**src/rtl/miner_regbank.sv**
```systemverilog
// Register bank between the UART command parser and the miner core.
// Holds the work header, target and control bits, and buffers found nonces
// in a small FIFO that the host drains byte by byte.
// Optional feature: define MINER_REGBANK_HASHCNT_EN to add the hash_inc input
// and a 32-bit hash counter readable at 0x08C..0x08F.
module miner_regbank #(
    parameter int unsigned HDR_BYTES  = 80,
    parameter int unsigned FIFO_DEPTH = 4,
    parameter logic [7:0]  VERSION    = 8'h11
) (
    input  logic                   clk,
    input  logic                   rst,
    input  logic [15:0]            int_address,
    input  logic [7:0]             int_wr_data,
    input  logic                   int_write,
    input  logic                   int_read,
    input  logic                   int_req,
    output logic                   int_gnt,
    output logic [7:0]             int_rd_data,
    output logic [8*HDR_BYTES-1:0] header,
    output logic [31:0]            target,
    output logic                   core_en,
    output logic                   core_start,
    input  logic                   core_busy,
    input  logic                   nonce_vld,
    input  logic [31:0]            nonce
`ifdef MINER_REGBANK_HASHCNT_EN
    ,
    input  logic                   hash_inc
`endif
);

    localparam int unsigned PtrW = $clog2(FIFO_DEPTH);
    localparam int unsigned CntW = PtrW + 1;

    localparam logic [15:0] AddrCtrl    = 16'h0080;
    localparam logic [15:0] AddrStatus  = 16'h0081;
    localparam logic [15:0] AddrCount   = 16'h0082;
    localparam logic [15:0] AddrNoncePop = 16'h0087;
    localparam logic [15:0] AddrVersion = 16'h0088;

    // Register state
    logic                   gnt_q;
    logic [7:0]             rd_data_q;
    logic [8*HDR_BYTES-1:0] header_q;
    logic [31:0]            target_q;
    logic                   en_q;
    logic                   start_q;
    logic                   ovf_q, ovf_d;
    logic [PtrW-1:0]        wr_ptr_q, wr_ptr_d;
    logic [PtrW-1:0]        rd_ptr_q, rd_ptr_d;
    logic [CntW-1:0]        count_q, count_d;
    logic [31:0]            fifo_mem [FIFO_DEPTH];

    // Decode
    logic       accept, wr_acc, rd_acc;
    logic       hdr_hit, tgt_hit, nonce_hit;
    logic [9:0] hdr_lsb;
    logic [4:0] byte_lsb;
    logic       ctrl_wr, fifo_clr, status_wr;
    logic       full, empty, pop, push;
    logic [31:0] head;
    logic [7:0] rd_byte;

    // A request is taken only when no grant is showing, so grants never run back-to-back
    assign accept    = int_req & ~gnt_q;
    assign wr_acc    = accept & int_write;
    assign rd_acc    = accept & int_read & ~int_write;

    assign hdr_hit   = int_address < 16'(HDR_BYTES);
    assign hdr_lsb   = {int_address[6:0], 3'b000};
    assign byte_lsb  = {int_address[1:0], 3'b000};
    assign tgt_hit   = int_address[15:2] == 14'h0030;
    assign nonce_hit = int_address[15:2] == 14'h0021;

    assign ctrl_wr   = wr_acc && (int_address == AddrCtrl);
    assign fifo_clr  = ctrl_wr && int_wr_data[2];
    assign status_wr = wr_acc && (int_address == AddrStatus);

    assign full      = count_q == CntW'(FIFO_DEPTH);
    assign empty     = count_q == '0;
    assign head      = fifo_mem[rd_ptr_q];
    assign pop       = rd_acc && (int_address == AddrNoncePop) && !empty;

`ifdef MINER_REGBANK_HASHCNT_EN
    logic        hash_hit;
    logic [31:0] hash_cnt_q;
    logic [31:0] hash_snap_q;

    assign hash_hit = int_address[15:2] == 14'h0023;

    // Hash counter and the snapshot taken when byte 0 is read
    always_ff @(posedge clk) begin
        if (!rst) begin
            hash_cnt_q  <= '0;
            hash_snap_q <= '0;
        end else begin
            if (fifo_clr) begin
                hash_cnt_q <= '0;
            end else if (hash_inc) begin
                hash_cnt_q <= hash_cnt_q + 32'd1;
            end
            if (rd_acc && hash_hit && (int_address[1:0] == 2'd0)) begin
                hash_snap_q <= hash_cnt_q;
            end
        end
    end
`endif

    // Read data mux; unmapped addresses return zero
    always_comb begin
        rd_byte = 8'h00;
        if (hdr_hit) begin
            rd_byte = header_q[hdr_lsb +: 8];
        end else if (tgt_hit) begin
            rd_byte = target_q[byte_lsb +: 8];
        end else if (nonce_hit) begin
            if (!empty) begin
                rd_byte = head[byte_lsb +: 8];
            end
`ifdef MINER_REGBANK_HASHCNT_EN
        end else if (hash_hit) begin
            // Byte 0 comes live from the counter; the rest from the snapshot it loads
            if (int_address[1:0] == 2'd0) begin
                rd_byte = hash_cnt_q[7:0];
            end else begin
                rd_byte = hash_snap_q[byte_lsb +: 8];
            end
`endif
        end else begin
            case (int_address)
                AddrCtrl:    rd_byte = {6'b0, en_q, 1'b0};
                AddrStatus:  rd_byte = {4'b0, ovf_q, full, empty, core_busy};
                AddrCount:   rd_byte = 8'(count_q);
                AddrVersion: rd_byte = VERSION;
                default:     rd_byte = 8'h00;
            endcase
        end
    end

    // FIFO next state: clear beats push/pop; a push into a full FIFO survives only alongside a pop
    always_comb begin
        wr_ptr_d = wr_ptr_q;
        rd_ptr_d = rd_ptr_q;
        count_d  = count_q;
        ovf_d    = ovf_q;
        push     = 1'b0;
        if (status_wr && int_wr_data[3]) begin
            ovf_d = 1'b0;
        end
        if (fifo_clr) begin
            wr_ptr_d = '0;
            rd_ptr_d = '0;
            count_d  = '0;
        end else begin
            push = nonce_vld && (!full || pop);
            if (nonce_vld && full && !pop) begin
                ovf_d = 1'b1;
            end
            if (push) begin
                wr_ptr_d = wr_ptr_q + PtrW'(1);
            end
            if (pop) begin
                rd_ptr_d = rd_ptr_q + PtrW'(1);
            end
            count_d = count_q + CntW'(push) - CntW'(pop);
        end
    end

    // FIFO storage; contents are don't-care until pushed
    always_ff @(posedge clk) begin
        if (push) begin
            fifo_mem[wr_ptr_q] <= nonce;
        end
    end

    // Bus handshake, register writes and FIFO state
    always_ff @(posedge clk) begin
        if (!rst) begin
            gnt_q     <= 1'b0;
            rd_data_q <= 8'h00;
            header_q  <= '0;
            target_q  <= '0;
            en_q      <= 1'b0;
            start_q   <= 1'b0;
            ovf_q     <= 1'b0;
            wr_ptr_q  <= '0;
            rd_ptr_q  <= '0;
            count_q   <= '0;
        end else begin
            gnt_q    <= accept;
            start_q  <= ctrl_wr && int_wr_data[0];
            ovf_q    <= ovf_d;
            wr_ptr_q <= wr_ptr_d;
            rd_ptr_q <= rd_ptr_d;
            count_q  <= count_d;
            if (rd_acc) begin
                rd_data_q <= rd_byte;
            end
            if (wr_acc && hdr_hit) begin
                header_q[hdr_lsb +: 8] <= int_wr_data;
            end
            if (wr_acc && tgt_hit) begin
                target_q[byte_lsb +: 8] <= int_wr_data;
            end
            if (ctrl_wr) begin
                en_q <= int_wr_data[1];
            end
        end
    end

    assign int_gnt     = gnt_q;
    assign int_rd_data = rd_data_q;
    assign header      = header_q;
    assign target      = target_q;
    assign core_en     = en_q;
    assign core_start  = start_q;

endmodule

```
**config.mk**
```make
export PLATFORM = sky130hd
export DESIGN_NAME = miner_regbank
export DESIGN_NICKNAME = d
export VERILOG_FILES = /design/src/rtl/miner_regbank.sv
export SDC_FILE = /design/constraint.sdc
export NUM_CORES = 2
export LEC_CHECK = 0
export BUFFER_PORTS_ARGS = -buffer_cell sky130_fd_sc_hd__buf_2
export CORE_MARGIN = 3
export CORE_UTILIZATION = 30
export DETAILED_ROUTE_END_ITERATION = 12
export PLACE_DENSITY_LB_ADDON = 0.05
export SLEW_MARGIN = 20
export SYNTH_ARGS = -nofsm -noshare
export SYNTH_HDL_FRONTEND = slang
export SYNTH_SLANG_ARGS = --single-unit
```
**constraint.sdc**
```tcl
create_clock -name clk -period 4.3 [get_ports clk]
set_input_delay 0.86 -clock clk [delete_from_list [all_inputs] [get_ports clk]]
set_output_delay 0.86 -clock clk [all_outputs]
set_load 0.005 [all_outputs]
```
==> flow_summary.json <==
{
  "outcome": "completed",
  "hold_violations": 0,
  "wirelength_um": 204200,
  "numCtsBuffers": 99,
  "cap_violations": 0,
  "synthFlopType": "dfxtp_1",
  "drc_errors": 0,
  "first_pass_iters": 5,
  "pre_cts_slack_ps": 237.2,
  "multi_input_area_sq_um": 20520,
  "fp-row-count": 132,
  "htree_levels": 3,
  "hold_path_end": "fifo_mem[1][19]$_DFFE_PP_",
  "root_buffer": "clkbuf_16",
  "drtIter0Drc": 2964,
  "dieWidth_um": 368.1,
  "gp_congestion": 0.9124,
  "fin_crit_ps": 3527,
  "routedWlPerCell_um": 32.99,
  "crit_path_end_kind": "register",
  "dpl.hpwl_um": 154600,
  "r2r_end": "int_rd_data[5]$_SDFFE_PN0P_",
  "slew_violations": 0,
  "startpoint_type": "primary input",
  "grt_pass1_vias": 31930,
  "die_area_sq_um": 135500,
  "vias_per_cell": 5.265,
  "hp-start": "nonce[19]",
  "hold_buffers": 0,
  "core_area_sq_um": 129800,
  "synthArstFlopShare_pct": 0,
  "path_max_fanout": 13,
  "utilization_pct": 38.38,
  "register_area_sq_um": 17720,
  "crit_start": "int_address[3]",
  "ant_nets": 0,
  "finalCritPeriodShare_pct": 82.03,
  "worst_pin_slew_ps": 1003,
  "met2WireLength_um": 97500,
  "finalSetupViolCount": 0,
  "worstHoldPathType": "in2reg",
  "rr_startpoint": "header[405]$_SDFFE_PN0P_",
  "leakage_uw": 0.01998,
  "syn2layout_area_growth_pct": 26.67,
  "antenna_found_initial": 16,
  "max_freq_mhz": 283.5,
  "dr.max_layer_used": "met5",
  "insertion_delay_ps": 740,
  "synth-edff-count": 128,
  "final_common_cell": "buf_2",
  "crit_type": "in2reg",
  "ir_drop_mv": 0.3090,
  "io_pins": 746,
  "cts_buffer_depth": 3,
  "slew_headroom_pct": 33.13,
  "finalClockSkew_ps": 51.45,
  "port_buffers": 745,
  "netlist_area_sq_um": 39330,
  "start_util_pct": 30.30,
  "final.setup.worst_slack_ps": 772.8,
  "yosys_warnings": 0,
  "cts.repair_timing.setup_buffer_count": 0,
  "routedLengthMet1_um": 85760,
  "rrSetupSlack_ps": 1200,
  "syn_area_per_cell_sq_um": 11.00,
  "fillers": 13138,
  "ys_types": 73,
  "cts_resized": 0,
  "cts_tree": "built",
  "clkTransAtPathRegs_ps": 60,
  "synthCells": 3575,
  "rr_worst_depth": 6,
  "seq_area_frac_synth_pct": 45.05,
  "synthesis.nets": 3648,
  "setup_tns_ps": 0,
  "dr_total_vias": 32591,
  "critPathRequiredTime_ps": 4880,
  "rsz0062_at_grt": "no",
  "die_h_um": 368.1,
  "wl_met3_um": 12910,
  "crit_arrival_ps": 4110,
  "layout_common_cells": "buf_2 (742), dfxtp_1 (692), mux2i_1 (612)",
  "whs_path_depth": 1,
  "grt_first_pass_wirelength_um": 277000,
  "ys_ff_latch": 821,
  "cts.sinks": 821,
  "drive_gt1_share_pct": 31.48,
  "powerDensity_nw_per_um2": 368.7,
  "layout.nets": 4435,
  "grt_usage_pct": 29.19,
  "grt-ovfl-total": 0,
  "grt_start_max_net_pins": 189
}
[cell usage after synthesis (9+ instances only)]
| cell | count | area share (%) |
|---|---|---|
| nand4_1 | 16 | 0.25 |
| and3_1 | 23 | 0.37 |
| mux2_2 | 9 | 0.26 |
| a21boi_0 | 71 | 1.4 |
| nor4_1 | 14 | 0.22 |
| nand3_1 | 69 | 0.88 |
| nor2b_1 | 493 | 7.8 |
| buf_1 | 15 | 0.14 |
| nor3_4 | 10 | 0.41 |
| ha_1 | 9 | 0.29 |
| nand2_1 | 398 | 3.8 |
| nor4_2 | 10 | 0.32 |
| edfxtp_1 | 128 | 9.8 |
| dfxtp_1 | 693 | 35 |
| mux4_2 | 189 | 11 |
| clkbuf_1 | 188 | 1.8 |
| and2_1 | 39 | 0.62 |
| nor4_4 | 31 | 1.7 |
| a22oi_1 | 16 | 0.31 |
| a21oi_1 | 22 | 0.28 |
| a221oi_1 | 13 | 0.29 |
| nor2_1 | 139 | 1.3 |
| mux2i_1 | 612 | 16 |
| buf_4 | 12 | 0.23 |
| buf_2 | 53 | 0.67 |
| nand2b_1 | 9 | 0.14 |
| or3_1 | 11 | 0.17 |
| nor3_1 | 83 | 1.1 |
| o21ai_0 | 42 | 0.53 |
| a22o_1 | 13 | 0.29 |
[through the flow]
| stage | instance area, sq um | cells | hold WS [ps] | power, uW |
|---|---|---|---|---|
| 3_3_place_gp | 46350 | 6003 | 455.5 | 9601 |
| 6_report | 49820 | 6190 | 338.3 | 18370 |
| 4_1_cts | 49810 | 6186 | 274.9 | 18540 |
| 2_1_floorplan | 39350 | 3575 | 443.1 | 8935 |
| 5_1_grt | 49810 | 6187 | 297.4 | 18920 |
| 3_5_place_dp | 46350 | 6003 | 466.0 | 9598 |
[critical path, stage by stage]
cell,delay [ps]
buf_2,390
buf_4,380
nor2b_1,80
buf_4,220
a22o_1,280
a221oi_1,800
a2111oi_0,360
nor4_1,590
a211oi_1,90
[flip-flops by register name (all words and copies together), names as in the netlist, named ones only]
name,cells
target,32
ovf_q,1
wr_ptr_q,2
core_en,1
count_q,3
fifo_mem,128
rd_ptr_q,2
int_rd_data,8
core_start,1
int_gnt,1
header,640
[cells by family (layout without fill, tap and decap cells)]
group	after synthesis	after routing	synth area share [%]
AOI/OAI and AO/OA	242	242	4.410
DFF	821	821	45.05
adders and majority gates	10	10	0.3372
other	0	4	0
and+or+nand+nor	1398	1398	20.28
buffers and inverters	283	1152	2.984
xor gates and xnor gates	11	11	0.2831
muxes	810	810	26.66
[power by group]
group | internal [uW] | switching (uW) | total [uW]
logic | 443 | 1000 | 1450
clock network | 5230 | 3700 | 8930
registers | 7950 | 43.5 | 7990
[worst max-delay path by stage]
stage / end / slack [ps]
after CTS: header[544]$_SDFFE_PN0P_ / 1020
after floorplan: header[544]$_SDFFE_PN0P_ / -30
final: int_rd_data[5]$_SDFFE_PN0P_ / 770
after global routing: header[326]$_SDFFE_PN0P_ / 830
after global placement: int_rd_data[5]$_SDFFE_PN0P_ / 220
after detailed placement: header[577]$_SDFFE_PN0P_ / 240
[area by class of cell]
cell class	instances	share of cell area, %
timing repair buffer	954	11.80
sequential	821	35.57
tap	1742	4.375
clock buffer	147	5.716
multi-input combinational	2471	41.20
inverter	15	0.1130
antenna	4	0.02009
clock inverter	36	1.213
[per-layer routing]
metal / GRT usage, % / up-vias
met1: 37.79 / 16654
met5: 0 / -
met3: 5.811 / 255
met4: 10.12 / 6
met2: 48.46 / 1286
li1: - / 14390
Power figures use the tool's default switching activity.
